==> src/rtl/mem_stream_pkg.sv <==
// Shared types and constants for the memory burst stream reader.
// Latency: n/a (declarations only).
// Backpressure: n/a.
package mem_stream_pkg;

  typedef enum logic [1:0] {
    IDLE,
    RUN,
    DRAIN,
    FIN
  } state_t;

  // Output buffer depth: one slot covers the RAM read latency, one covers a stalled consumer.
  localparam int BUF_DEPTH = 2;

endpackage

==> src/rtl/stream_fifo2.sv <==
// Two-entry register FIFO; the head entry drives the stream data directly.
// Latency: a pushed word is visible at head in the cycle after the push edge.
// Backpressure: none internally; the caller must never push when full or pop when empty.
module stream_fifo2
  import mem_stream_pkg::*;
#(
  parameter int WIDTH = 8
) (
  input  logic             clk,
  input  logic             rst_n,
  input  logic             push,
  input  logic [WIDTH-1:0] din,
  input  logic             pop,
  output logic [1:0]       occ,
  output logic [WIDTH-1:0] head
);

  logic [WIDTH-1:0] e0;
  logic [WIDTH-1:0] e1;

  assign head = e0;

  // Shift-style storage: e0 is always the oldest word, e1 the next one.
  always_ff @(posedge clk or negedge rst_n) begin
    if (!rst_n) begin
      e0  <= '0;
      e1  <= '0;
      occ <= 2'd0;
    end else begin
      case ({push, pop})
        2'b10: begin
          if (occ == 2'd0) e0 <= din;
          else             e1 <= din;
          occ <= occ + 2'd1;
        end
        2'b01: begin
          e0  <= e1;
          occ <= occ - 2'd1;
        end
        2'b11: begin
          // Occupancy unchanged; the new word lands behind whatever stays.
          if (occ == 2'd1) begin
            e0 <= din;
          end else begin
            e0 <= e1;
            e1 <= din;
          end
        end
        default: ;
      endcase
    end
  end

  // The issue throttle upstream guarantees these never fire.
  assert property (@(posedge clk) disable iff (!rst_n)
    !(push && !pop && occ == 2'(BUF_DEPTH)));
  assert property (@(posedge clk) disable iff (!rst_n)
    !(pop && occ == 2'd0));

endmodule

==> src/rtl/mem_stream_reader.sv <==
// Burst reader: issues len sequential RAM reads from base_addr (wrapping) and streams the words out.
// Latency: first m_valid 3 cycles after start; done N+3 cycles after start when never stalled.
// Backpressure: m_ready low holds the head word; reads stop while buffer plus in-flight read fill 2 slots.
module mem_stream_reader
  import mem_stream_pkg::*;
#(
  parameter int WIDTH = 8,
  parameter int DEPTH = 64,
  localparam int AW   = $clog2(DEPTH)
) (
  input  logic             clk,
  input  logic             rst_n,
  input  logic             start,
  input  logic [AW-1:0]    base_addr,
  input  logic [AW:0]      len,
  output logic             busy,
  output logic             done,
  output logic [AW-1:0]    mem_addr,
  output logic             mem_en,
  output logic             mem_we,
  input  logic [WIDTH-1:0] mem_do,
  output logic [WIDTH-1:0] m_data,
  output logic             m_valid,
  input  logic             m_ready
);

  state_t        state;
  state_t        state_nxt;
  logic [AW-1:0] addr;
  logic [AW:0]   remaining;
  logic [AW:0]   issued;
  logic          inflight;
  logic [1:0]    occ;
  logic          pop;
  logic          issue;
  logic          final_issue;

  assign pop     = m_valid && m_ready;
  assign m_valid = (occ != 2'd0);
  assign mem_we  = 1'b0;
  assign mem_en  = issue;
  assign mem_addr = issue ? addr : '0;
  assign busy    = (state == RUN) || (state == DRAIN);
  assign done    = (state == FIN);

  // Issue only if the word it returns is guaranteed a buffer slot, counting this cycle's pop.
  always_comb begin
    issue = 1'b0;
    if (state == RUN) begin
      issue = ({1'b0, occ} + {2'b00, inflight}) < (3'(BUF_DEPTH) + {2'b00, pop});
    end
    final_issue = issue && ((issued + (AW+1)'(1)) == remaining);
  end

  // Next-state logic; DRAIN exits as the last buffered word leaves so done lands the cycle after.
  always_comb begin
    state_nxt = state;
    case (state)
      IDLE:  if (start) state_nxt = (len != '0) ? RUN : FIN;
      RUN:   if (final_issue) state_nxt = DRAIN;
      DRAIN: if (!inflight && (occ == 2'd0 || (occ == 2'd1 && pop))) state_nxt = FIN;
      FIN:   state_nxt = IDLE;
      default: state_nxt = IDLE;
    endcase
  end

  // State register.
  always_ff @(posedge clk or negedge rst_n) begin
    if (!rst_n) state <= IDLE;
    else        state <= state_nxt;
  end

  // Burst bookkeeping: latch the command, advance the read address, track the outstanding read.
  always_ff @(posedge clk or negedge rst_n) begin
    if (!rst_n) begin
      addr      <= '0;
      remaining <= '0;
      issued    <= '0;
      inflight  <= 1'b0;
    end else begin
      inflight <= issue;
      if (state == IDLE && start) begin
        addr      <= base_addr;
        remaining <= len;
        issued    <= '0;
      end else if (issue) begin
        addr   <= (addr == AW'(DEPTH - 1)) ? '0 : addr + AW'(1);
        issued <= issued + (AW+1)'(1);
      end
    end
  end

  stream_fifo2 #(
    .WIDTH (WIDTH)
  ) u_fifo (
    .clk   (clk),
    .rst_n (rst_n),
    .push  (inflight),
    .din   (mem_do),
    .pop   (pop),
    .occ   (occ),
    .head  (m_data)
  );

endmodule

==> config.mk <==
export PLATFORM = sky130hd
export DESIGN_NAME = mem_stream_reader
export DESIGN_NICKNAME = d
export VERILOG_FILES = /design/src/rtl/mem_stream_pkg.sv /design/src/rtl/stream_fifo2.sv /design/src/rtl/mem_stream_reader.sv
export SDC_FILE = /design/constraint.sdc
export NUM_CORES = 1
export LEC_CHECK = 0
export CAP_MARGIN = 20
export CORE_ASPECT_RATIO = 0.5
export CORE_UTILIZATION = 47
export CTS_CLUSTER_SIZE = 16
export DETAILED_ROUTE_END_ITERATION = 12
export GPL_TIMING_DRIVEN = 0
export MAX_ROUTING_LAYER = met4
export PLACE_DENSITY = 0.76
export SLEW_MARGIN = 20
export SYNTH_ARGS = -nofsm -noshare
export SYNTH_HDL_FRONTEND = slang
export SYNTH_SLANG_ARGS = --single-unit
==> constraint.sdc <==
create_clock -name clk -period 2.4 [get_ports clk]
set_clock_uncertainty 0.2 [all_clocks]
set_input_delay 0.48 -clock clk [delete_from_list [all_inputs] [get_ports clk]]
set_output_delay 0.48 -clock clk [all_outputs]
set_load 0.05 [all_outputs]
==> results of run 1 <==
==> cell type report <==
class	instances	area (sq um)	share of cell area (%)
multi-input combinational	173	1225	39.19
sequential	41	1028	32.91
timing repair buffer	57	583.1	18.65
tap	66	82.58	2.642
clock buffer	5	68.82	2.202
clock inverter	3	46.29	1.481
buffer	8	46.29	1.481
inverter	12	45.04	1.441
==> state kept, by name (all words and copies together), names as in the netlist <==
signal	count
u_fifo.e1	8
u_fifo.head	8
issued	7
remaining	7
addr	6
state	2
u_fifo.occ	2
inflight	1
==> power by group <==
| group | switching [mW] | internal (mW) |
|---|---|---|
| Clock | 0.262 | 0.311 |
| Sequential | 0.241 | 1.00 |
| Combinational | 1.47 | 1.17 |
==> path summary, 6_finish.rpt <==
kind / from / end
max in group asynchronous: rst_n / issued[1]
worst min register to register: u_fifo.head[3] / u_fifo.head[3]
worst max-delay path: u_fifo.occ[0] / mem_addr[2]
worst max register to register: state[0] / state[0]
min in group asynchronous: rst_n / addr[5]
worst min-delay path: u_fifo.head[3] / u_fifo.head[3]
==> stage by stage <==
step | setup TNS [ns] | setup slack, ns | util (%) | power, mW
3_5_place_dp | -9.726 | -0.8854 | 62.32 | 3.536
2_1_floorplan | 0 | 0.04970 | - | 2.905
6_report | -1.197 | -0.1811 | 69.31 | 4.459
4_1_cts | -1.382 | -0.2223 | 67.73 | 4.317
3_3_place_gp | -24.78 | -0.8680 | 61.99 | 3.439
5_1_grt | -1.690 | -0.2527 | 69.31 | 4.746
==> cell families (layout without fill, tap and decap cells) <==
family	count (synthesis)	in the layout	synth area share, %
multiplexers	12	12	5.730
adder cells (fa/ha/maj)	14	14	7.714
other	1	1	0.1651
XOR/XNOR	17	17	6.557
buffers and inverters	21	85	3.966
AND/OR/NAND/NOR	85	85	17.63
flip-flops	41	41	45.18
AO/OA/AOI/OAI	44	44	13.06
==> worst max-delay path, cell delays in order, from the launching register on <==
cell and delay, ns:
dfrtp_1 0.44, ha_2 0.21, ha_4 0.26, o21ai_2 0.04, and3b_2 0.23, buf_6 0.14
and2_4 0.15, buf_8 0.14
==> synth_stat cells, types with 2 or more instances <==
cell	n	area, sq um
a21oi_1	2	10.01
a221o_1	3	30.03
a22oi_1	9	67.56
a31oi_1	2	12.51
and2_1	7	43.79
and3_1	3	18.77
buf_2	3	15.01
buf_4	2	15.01
clkbuf_1	4	15.01
dfrtp_1	41	1026
ha_1	14	175.2
inv_1	12	45.04
mux2_2	8	90.09
mux2i_1	4	40.04
nand2_1	42	157.7
nand2b_1	2	12.51
nand3_1	6	30.03
nand4_1	5	31.28
nor2_1	9	33.78
nor2b_1	5	31.28
nor3b_1	2	15.01
nor4_1	2	12.51
o21a_1	2	15.01
o21ai_0	10	50.05
o21ai_1	6	30.03
o22ai_1	2	12.51
xnor2_1	9	78.83
xor2_1	8	70.07
==> per-layer routing <==
layer | wire, microns | GRT usage, % | vias to the layer above
met2 | 2636 | 39.95 | 65
li1 | - | - | 936
met5 | 0 | - | -
met3 | 244 | 4.788 | 6
met1 | 2384 | 28.26 | 936
met4 | 46 | 6.763 | 0
==> timing repair <==
action / CTS / global route
gates resized for setup: 63 / 15
setup buffers: 8 / 4
endpoints found under the setup margin: 17 / 18
hold buffers: 1 / 0
pin swaps: 2 / 6
gates cloned: 1 / 0
endpoints found under the hold margin: 15 / 0
==> reports/qor.yml, run 1 <==
setup_viol: 7
worstSetupStartpointType: "flip-flop"
coreArea_sq_um: 4509
clk_pin_slew_ns: 0.09
area_growth_syn_to_layout_pct: 37.63
whs_ns: 0.2830
clkLatencyLatePin_ns: 0.30
groute.usage.overall_pct: 23.26
worstHoldPathType: "flip-flop to flip-flop"
grt_pass1_wl_microns: 8894
chipWidth_microns: 100.3
p_leak_nw: 1.397
critPathCaptureType: "output pin"
hold_viol: 0
drive_above_1_share_pct: 21.07
fin_crit_ns: 2.581
drtPass1Iterations: 4
syn_avg_cell_area_sq_um: 9.664
ir_drop_mv: 0.5588
fillers: 340
ys.flop_type: "dfrtp_1"
holdPathStages: 2
r2r_setup_slack_ns: 0.13
portBuffers: 42
rows: 17
drt-total-wl_microns: 5312
grt_max_degree: 27
start_util_pct: 50.36
violations: "negative setup slack"
grt_pass1_vias: 1918
cts.htree.levels: 2
fin_area_sq_um: 3126
ys_types: 39
tightest_slew_ns: 0.5168
wl_per_cell_microns: 14.55
io_pins: 44
dp.cells: 344
antenna_cells: 0
status: "complete, but fails checks"
ff2ff_path_depth: 8
dr_total_vias: 1943
cts_root_buf: "clkbuf_8"
drcViolationCount: 0
fmax_ghz: 0.3874
ys_ff_latch: 41
die_area_sq_um: 5131
slew_headroom_pct: 65.54
drv_slew: 0
max_cap_violations: 0
syn_area_sq_um: 2271
nets: 337
dpl_cell_area_sq_um: 2810
die_h_microns: 51.15
period_share_pct: 107.5
cts_buffers: 5
postSynthCellCount: 235
setup_ws_ns: -0.1811
synth_enable_flop_cells: 0
cts_tree: "yes"
crit_arrival_ns: 1.90
antenna_found_initial: 0
clock_path_buffers: 2
gp_congestion: 0.8036
rsz0062_at_grt: "yes"
powerDensity_nw_per_um2: 1427
drt_iter0_drc: 114
synth_async_sr_flop_share_pct: 100.0
dp_hpwl_microns: 3571
instances_no_fill: 365
synth_nets: 274
path_class: "flip-flop to output pin"
grt_overflow: 0
ys_seq_area_share_pct: 45.18
final_common_cell: "nand2_1"
cp_max_fo: 5
ys_warn_count: 0
layout_common_cells: "nand2_1 (42), dfrtp_1 (39), clkdlybuf4s50_1 (32)"
avgViaCountPerCell: 5.323
cts.sinks: 41
critPathRequiredTime_ns: 1.72
ant_nets: 0
Power figures use the tool's default switching activity.
==> run 2, diff against run 1 <==
CORE_ASPECT_RATIO = 1.25   (was 0.5)
PLACE_DENSITY = 0.81   (was 0.76)
==> run 2 against run 1 <==
  * The run still ends with negative setup slack left
  * Clock-buffer cell count is the same
  * Flip-flop and latch count is the same
  * Routed wire length shrank 9.1%
  * First-iteration DRC count shrank 30%
  * Maximum frequency shrank 2.7%
  * Non-clock buffer count grew 3
  * Critical path depth grew 1
==> reports/qor.yml, run 2 (synthesis results as in run 1) <==
drive_above_1_share_pct: 20.53  # -0.54 points
period_share_pct: 110.5  # +3.0 points
regArea_sq_um: 1027  # -0.12%
cp_cell_sequence: "ha_2 -> ha_4 -> o21ai_1 -> and3b_1 -> buf_6 -> buf_6 -> and2_4 -> buf_8"
max_cap_violations: 0  # unchanged
fin_crit_ns: 2.653  # +0.07193 ns
crit_arrival_ns: 1.97  # +0.07 ns
holdPathStages: 2  # unchanged
switching_share_pct: 43.53  # -0.70 points
drv_slew: 0  # unchanged
chipWidth_microns: 64.17  # -36%
clock_path_buffers: 2  # unchanged
multi_input_area_sq_um: 1227  # +0.20%
dr_total_vias: 1909  # -1.7%
grt_overflow: 0  # unchanged
max_stage_delay_ns: 0.43  # about the same
utilization_pct: 69.46  # +0.15 points
critPathRequiredTime_ns: 1.72  # about the same
r2r-start: "u_fifo.occ[1]"
power.internal_mw: 2.502  # +0.64%
min-delay-start: "u_fifo.head[6]"
antenna_cells: 0  # unchanged
die_area_sq_um: 5115  # -0.30%
grt_max_degree: 23  # -15%
powerDensity_nw_per_um2: 1410  # -1.2%
grt_pass1_vias: 1782  # -7.1%
setup_ws_ns: -0.2531  # -0.07193 ns
nets: 340  # +0.89%
p_comb_share_pct: 59.3  # about the same
cp_max_fo: 5  # unchanged
rsz0062_at_grt: "yes"
fmax_ghz: 0.3769  # -2.7%
worstSetupStartpointType: "flip-flop"
final_common_cell: "nand2_1"
avgViaCountPerCell: 5.303  # -0.39%
io_pins: 44  # unchanged
drtPass1Iterations: 4  # unchanged
gp_congestion: 0.8418  # +4.8%
whs_endpoint: "u_fifo.head[6]"
drt-total-wl_microns: 4831  # -9.1%
drt_iter0_drc: 80  # -30%
antenna_found_initial: 0  # unchanged
start_util_pct: 50.17  # -0.19 points
layout_common_cells: "nand2_1 (42), dfrtp_1 (40), clkdlybuf4s50_1 (32)"
seq_power_share_pct: 27.8  # about the same
portBuffers: 42  # unchanged
cts_tree: "yes"
timing.critical_path.buf_inv: 3  # +1
die_h_microns: 79.72  # +56%
tightest_slew_ns: 0.5286  # +0.01173 ns
cts_buffers: 5  # unchanged
cts.sinks: 41  # unchanged
p_leak_nw: 1.423  # +1.9%
critPathCaptureType: "output pin"
ant_nets: 0  # unchanged
dp_hpwl_microns: 3366  # -5.7%
groute.usage.overall_pct: 21.16  # -2.1 points
clk_pin_slew_ns: 0.09  # about the same
ff2ff_path_depth: 10  # +2
cts.htree.levels: 2  # unchanged
power.switching_mw: 1.929  # -2.2%
area_growth_syn_to_layout_pct: 38.46
hold_viol: 0  # unchanged
rows: 27  # +10
fillers: 353  # +3.8%
crit_family: "adder cells"
status: "complete, but fails checks"
slew_headroom_pct: 64.65  # -0.89 points
finalSetupTns_ns: -1.684  # -0.4875 ns
crit_path_frequent_cell: "buf_6"
r2r_setup_slack_ns: 0.11  # -0.02 ns
grt_pass1_wl_microns: 8038  # -9.6%
wl_per_cell_microns: 13.42  # -7.8%
cts_root_buf: "clkbuf_8"
clockPowerShare_pct: 12.8  # about the same
path_class: "flip-flop to output pin"
r2r_end: "u_fifo.e1[1]"
drcViolationCount: 0  # unchanged
violations: "negative setup slack"
ir_drop_mv: 0.8639  # +55%
crit_slowest_cell: "dfrtp_1"
coreArea_sq_um: 4527  # +0.39%
worstHoldPathType: "flip-flop to flip-flop"
setup_viol: 7  # unchanged
clkLatencyLatePin_ns: 0.30  # about the same
run 2: worst min-delay path, cell delays in order, from the launching register on:
cell and delay [ns]:
dfrtp_1 0.35, nand2_1 0.04, o21ai_0 0.06
run 2: repair_timing:
action,CTS,global route
gates cloned,1,0
hold buffers,1,0
setup endpoints to repair,17,14
gates resized for setup,64,10
buffers inserted,8,6
pin swaps,1,3
endpoints found under the hold margin,19,0
run 2: power groups by stage:
stage | logic [mW] | clock network [mW] | registers [mW]
after floorplan | 1.49 | 0 | 1.42
after global placement | 2.20 | 0 | 1.23
after global routing | 2.84 | 0.614 | 1.28
final | 2.63 | 0.568 | 1.23
after detailed placement | 2.25 | 0 | 1.25
after CTS | 2.49 | 0.578 | 1.23
run 2: final cells by class:
class,instances,area share (%)
Multi-Input combinational cell,173,39.04
Sequential cell,41,32.67
Timing Repair Buffer,59,19.14
Tap cell,58,2.308
Clock buffer,5,2.189
Buffer,9,1.830
Inverter,12,1.433
Clock inverter,3,1.393
run 2: metrics by stage:
stage / power, mW / std cells / hold slack (ns) / worst slack, ns / instance area [sq um]
after floorplan: 2.905 / 235 / -0.01559 / 0.04970 / 2292
after global placement: 3.431 / 335 / 0.2612 / -0.8520 / 2785
after detailed placement: 3.502 / 336 / 0.2686 / -0.8817 / 2808
after CTS: 4.294 / 354 / 0.2891 / -0.2297 / 3053
after global routing: 4.735 / 360 / 0.3238 / -0.3291 / 3144
final: 4.432 / 360 / 0.2809 / -0.2531 / 3144
run 2: how the worst max path moves through the flow:
stage,slack (ns),end,from,cells past startpoint
floorplan,0.05,mem_addr[0],u_fifo.occ[0],8
global placement,-0.85,mem_addr[5],m_ready,8
detailed placement,-0.88,mem_addr[1],m_ready,8
CTS,-0.23,mem_addr[1],u_fifo.occ[0],8
global route,-0.33,mem_addr[4],u_fifo.occ[0],8
finish,-0.25,mem_addr[1],u_fifo.occ[0],8
run 2: per-layer routing:
| layer | up-vias | track usage, % | wire length [microns] | share of wire (%) |
|---|---|---|---|---|
| met3 | 5 | 4.571 | 212 | 4.4 |
| met5 | - | - | 0 | 0 |
| li1 | 938 | - | - | - |
| met1 | 915 | 24.56 | 2125 | 44 |
| met2 | 51 | 35.96 | 2418 | 50 |
| met4 | 0 | 7.778 | 74 | 1.5 |
==> run 3, diff against run 2 <==
GPL_TIMING_DRIVEN = unset   (was 0)
==> run 3 against run 2 <==
  * The run still ends with negative setup slack left
  * Die area did not move
  * Maximum frequency rose by 7.1%
  * Flip-flop and latch count did not move
  * Cell count did not move
  * Clock-buffer cell count rose by 3
  * Sequential share of layout area rose by 0.17 points
  * Power barely moved
  * Via count rose by 3.9%
  * Sequential power barely moved
  * Critical path depth fell by 2
  * Global-route usage rose by 1.5 points
  * Final area fell by 0.52%
  * Highest routed layer unchanged
==> reports/qor.yml, run 3 (synthesis results as in run 1) <==
clk_pin_slew_ns: 0.07  # -0.02 ns
drive_above_1_share_pct: 21.85  # +1.3 points
gp_congestion: 0.7835  # -6.9%
drv_slew: 0  # unchanged
r2r_setup_slack_ns: 0.12  # about the same
worstSetupStartpointType: "flip-flop"
drtPass1Iterations: 4  # unchanged
crit_arrival_ns: 1.80  # -0.17 ns
die_h_microns: 79.72  # unchanged
slew_headroom_pct: 66.06  # +1.4 points
ir_drop_mv: 1.192  # +38%
powerDensity_nw_per_um2: 1415  # +0.42%
cp_max_fo: 5  # unchanged
setup_viol: 7  # unchanged
hold_viol: 0  # unchanged
cts.sinks: 41  # unchanged
drt_iter0_drc: 96  # +20%
path_class: "flip-flop to output pin"
period_share_pct: 103.2  # -7.3 points
rsz0062_at_grt: "yes"
final_common_cell: "nand2_1"
avgViaCountPerCell: 5.508  # +3.9%
status: "complete, but fails checks"
cts_root_buf: "clkbuf_8"
tightest_slew_ns: 0.5075  # -0.02103 ns
area_growth_syn_to_layout_pct: 37.74
r2r_end: "issued[4]"
whs_ns: 0.03521  # -0.2457 ns
fillers: 352  # -0.28%
rows: 27  # unchanged
layout_common_cells: "nand2_1 (42), dfrtp_1 (40), clkdlybuf4s50_1 (31)"
grt_pass1_vias: 1916  # +7.5%
critPathCaptureType: "output pin"
portBuffers: 42  # unchanged
clkLatencyLatePin_ns: 0.29  # about the same
antenna_cells: 0  # unchanged
p_leak_nw: 1.432  # +0.65%
nets: 340  # unchanged
clock_path_buffers: 2  # unchanged
coreArea_sq_um: 4527  # unchanged
crit_start: "u_fifo.occ[0]"
setup_ws_ns: -0.07697  # +0.1761 ns
regArea_sq_um: 1027  # unchanged
cts_buffers: 5  # unchanged
io_pins: 44  # unchanged
drt-total-wl_microns: 5179  # +7.2%
r2r-start: "u_fifo.occ[0]"
wl_per_cell_microns: 14.39  # +7.2%
chipWidth_microns: 64.17  # unchanged
dp_hpwl_microns: 3546  # +5.3%
critPathRequiredTime_ns: 1.72  # about the same
dr_total_vias: 1983  # +3.9%
groute.usage.overall_pct: 22.64  # +1.5 points
fmax_ghz: 0.4037  # +7.1%
multi_input_area_sq_um: 1220  # -0.61%
max_cap_violations: 0  # unchanged
cts.htree.levels: 2  # unchanged
cts_tree: "yes"
ant_nets: 0  # unchanged
drcViolationCount: 0  # unchanged
grt_pass1_wl_microns: 8680  # +8.0%
die_area_sq_um: 5115  # unchanged
grt_max_degree: 42  # +83%
fin_crit_ns: 2.477  # -0.1761 ns
start_util_pct: 50.17  # unchanged
grt_overflow: 0  # unchanged
utilization_pct: 69.10  # -0.36 points
ff2ff_path_depth: 10  # unchanged
antenna_found_initial: 0  # unchanged
endpoint: "mem_addr[5]"
worstHoldPathType: "primary input to async pin"
violations: "negative setup slack"
==> run 3: cell types whose count changed in the layout (fill, tap and decap cells not counted), moves of 5 or more <==
cell,previous run,this run
buf_4,15,26
buf_12,0,8
buf_8,6,0
buf_6,5,0
==> run 3: worst max-delay path, stage by stage, from the launching register on <==
cell and delay (ns):
dfrtp_1 0.41, ha_2 0.22, ha_4 0.26, o21ai_2 0.05, and3b_2 0.25, and2_4 0.18
buf_12 0.14
==> run 3: what timing repair did <==
item | CTS | global route
gates cloned | 0 | 1
buffers inserted | 3 | 5
hold buffers | 0 | 0
gates resized for setup | 3 | 9
endpoints found under the setup margin | 7 | 16
pin swaps | 1 | 11
==> run 3: worst min path at each step <==
stage,endpoint,cells past startpoint
floorplan,addr[0],0
global placement,u_fifo.head[0],2
detailed placement,u_fifo.head[1],2
CTS,u_fifo.e1[5],2
global route,u_fifo.e1[5],2
finish,u_fifo.e1[5],2
==> run 3: layer usage <==
| metal | track usage, % | share of wire [%] | routed length [microns] | up-vias |
|---|---|---|---|---|
| met5 | - | 0 | 0 | - |
| met4 | 7.333 | 1.9 | 96 | 0 |
| met3 | 5.286 | 5.9 | 307 | 13 |
| met2 | 38.94 | 51 | 2642 | 78 |
| met1 | 26.06 | 41 | 2132 | 948 |
| li1 | - | - | - | 944 |
==> run 3: final cells by class <==
class                           instances  area share [%]
Multi-Input combinational cell        174           39.00
Sequential cell                        41           32.84
Inverter                               12           1.440
Clock buffer                            8           2.560
Tap cell                               58           2.320
Timing Repair Buffer                   67           21.84
==> run 3: report_power, final <==
group	switching [mW]	internal, mW	leakage, nW
logic	1.50	1.27	0.882
registers	0.226	1.00	0.510
clock network	0.226	0.207	0.0395
total	1.95	2.48	1.43
==> run 3: stage by stage <==
stage	std cells	power [mW]	setup TNS (ns)	setup slack, ns	cell area, sq um
3_3_place_gp	344	3.696	-1.059	-0.09821	2954
6_report	360	4.428	-0.4564	-0.07697	3128
5_1_grt	360	4.726	-0.8843	-0.1374	3128
3_5_place_dp	344	3.802	-2.112	-0.1374	2954
4_1_cts	355	4.307	-0.9323	-0.1394	3068
2_1_floorplan	235	2.905	0	0.04970	2292
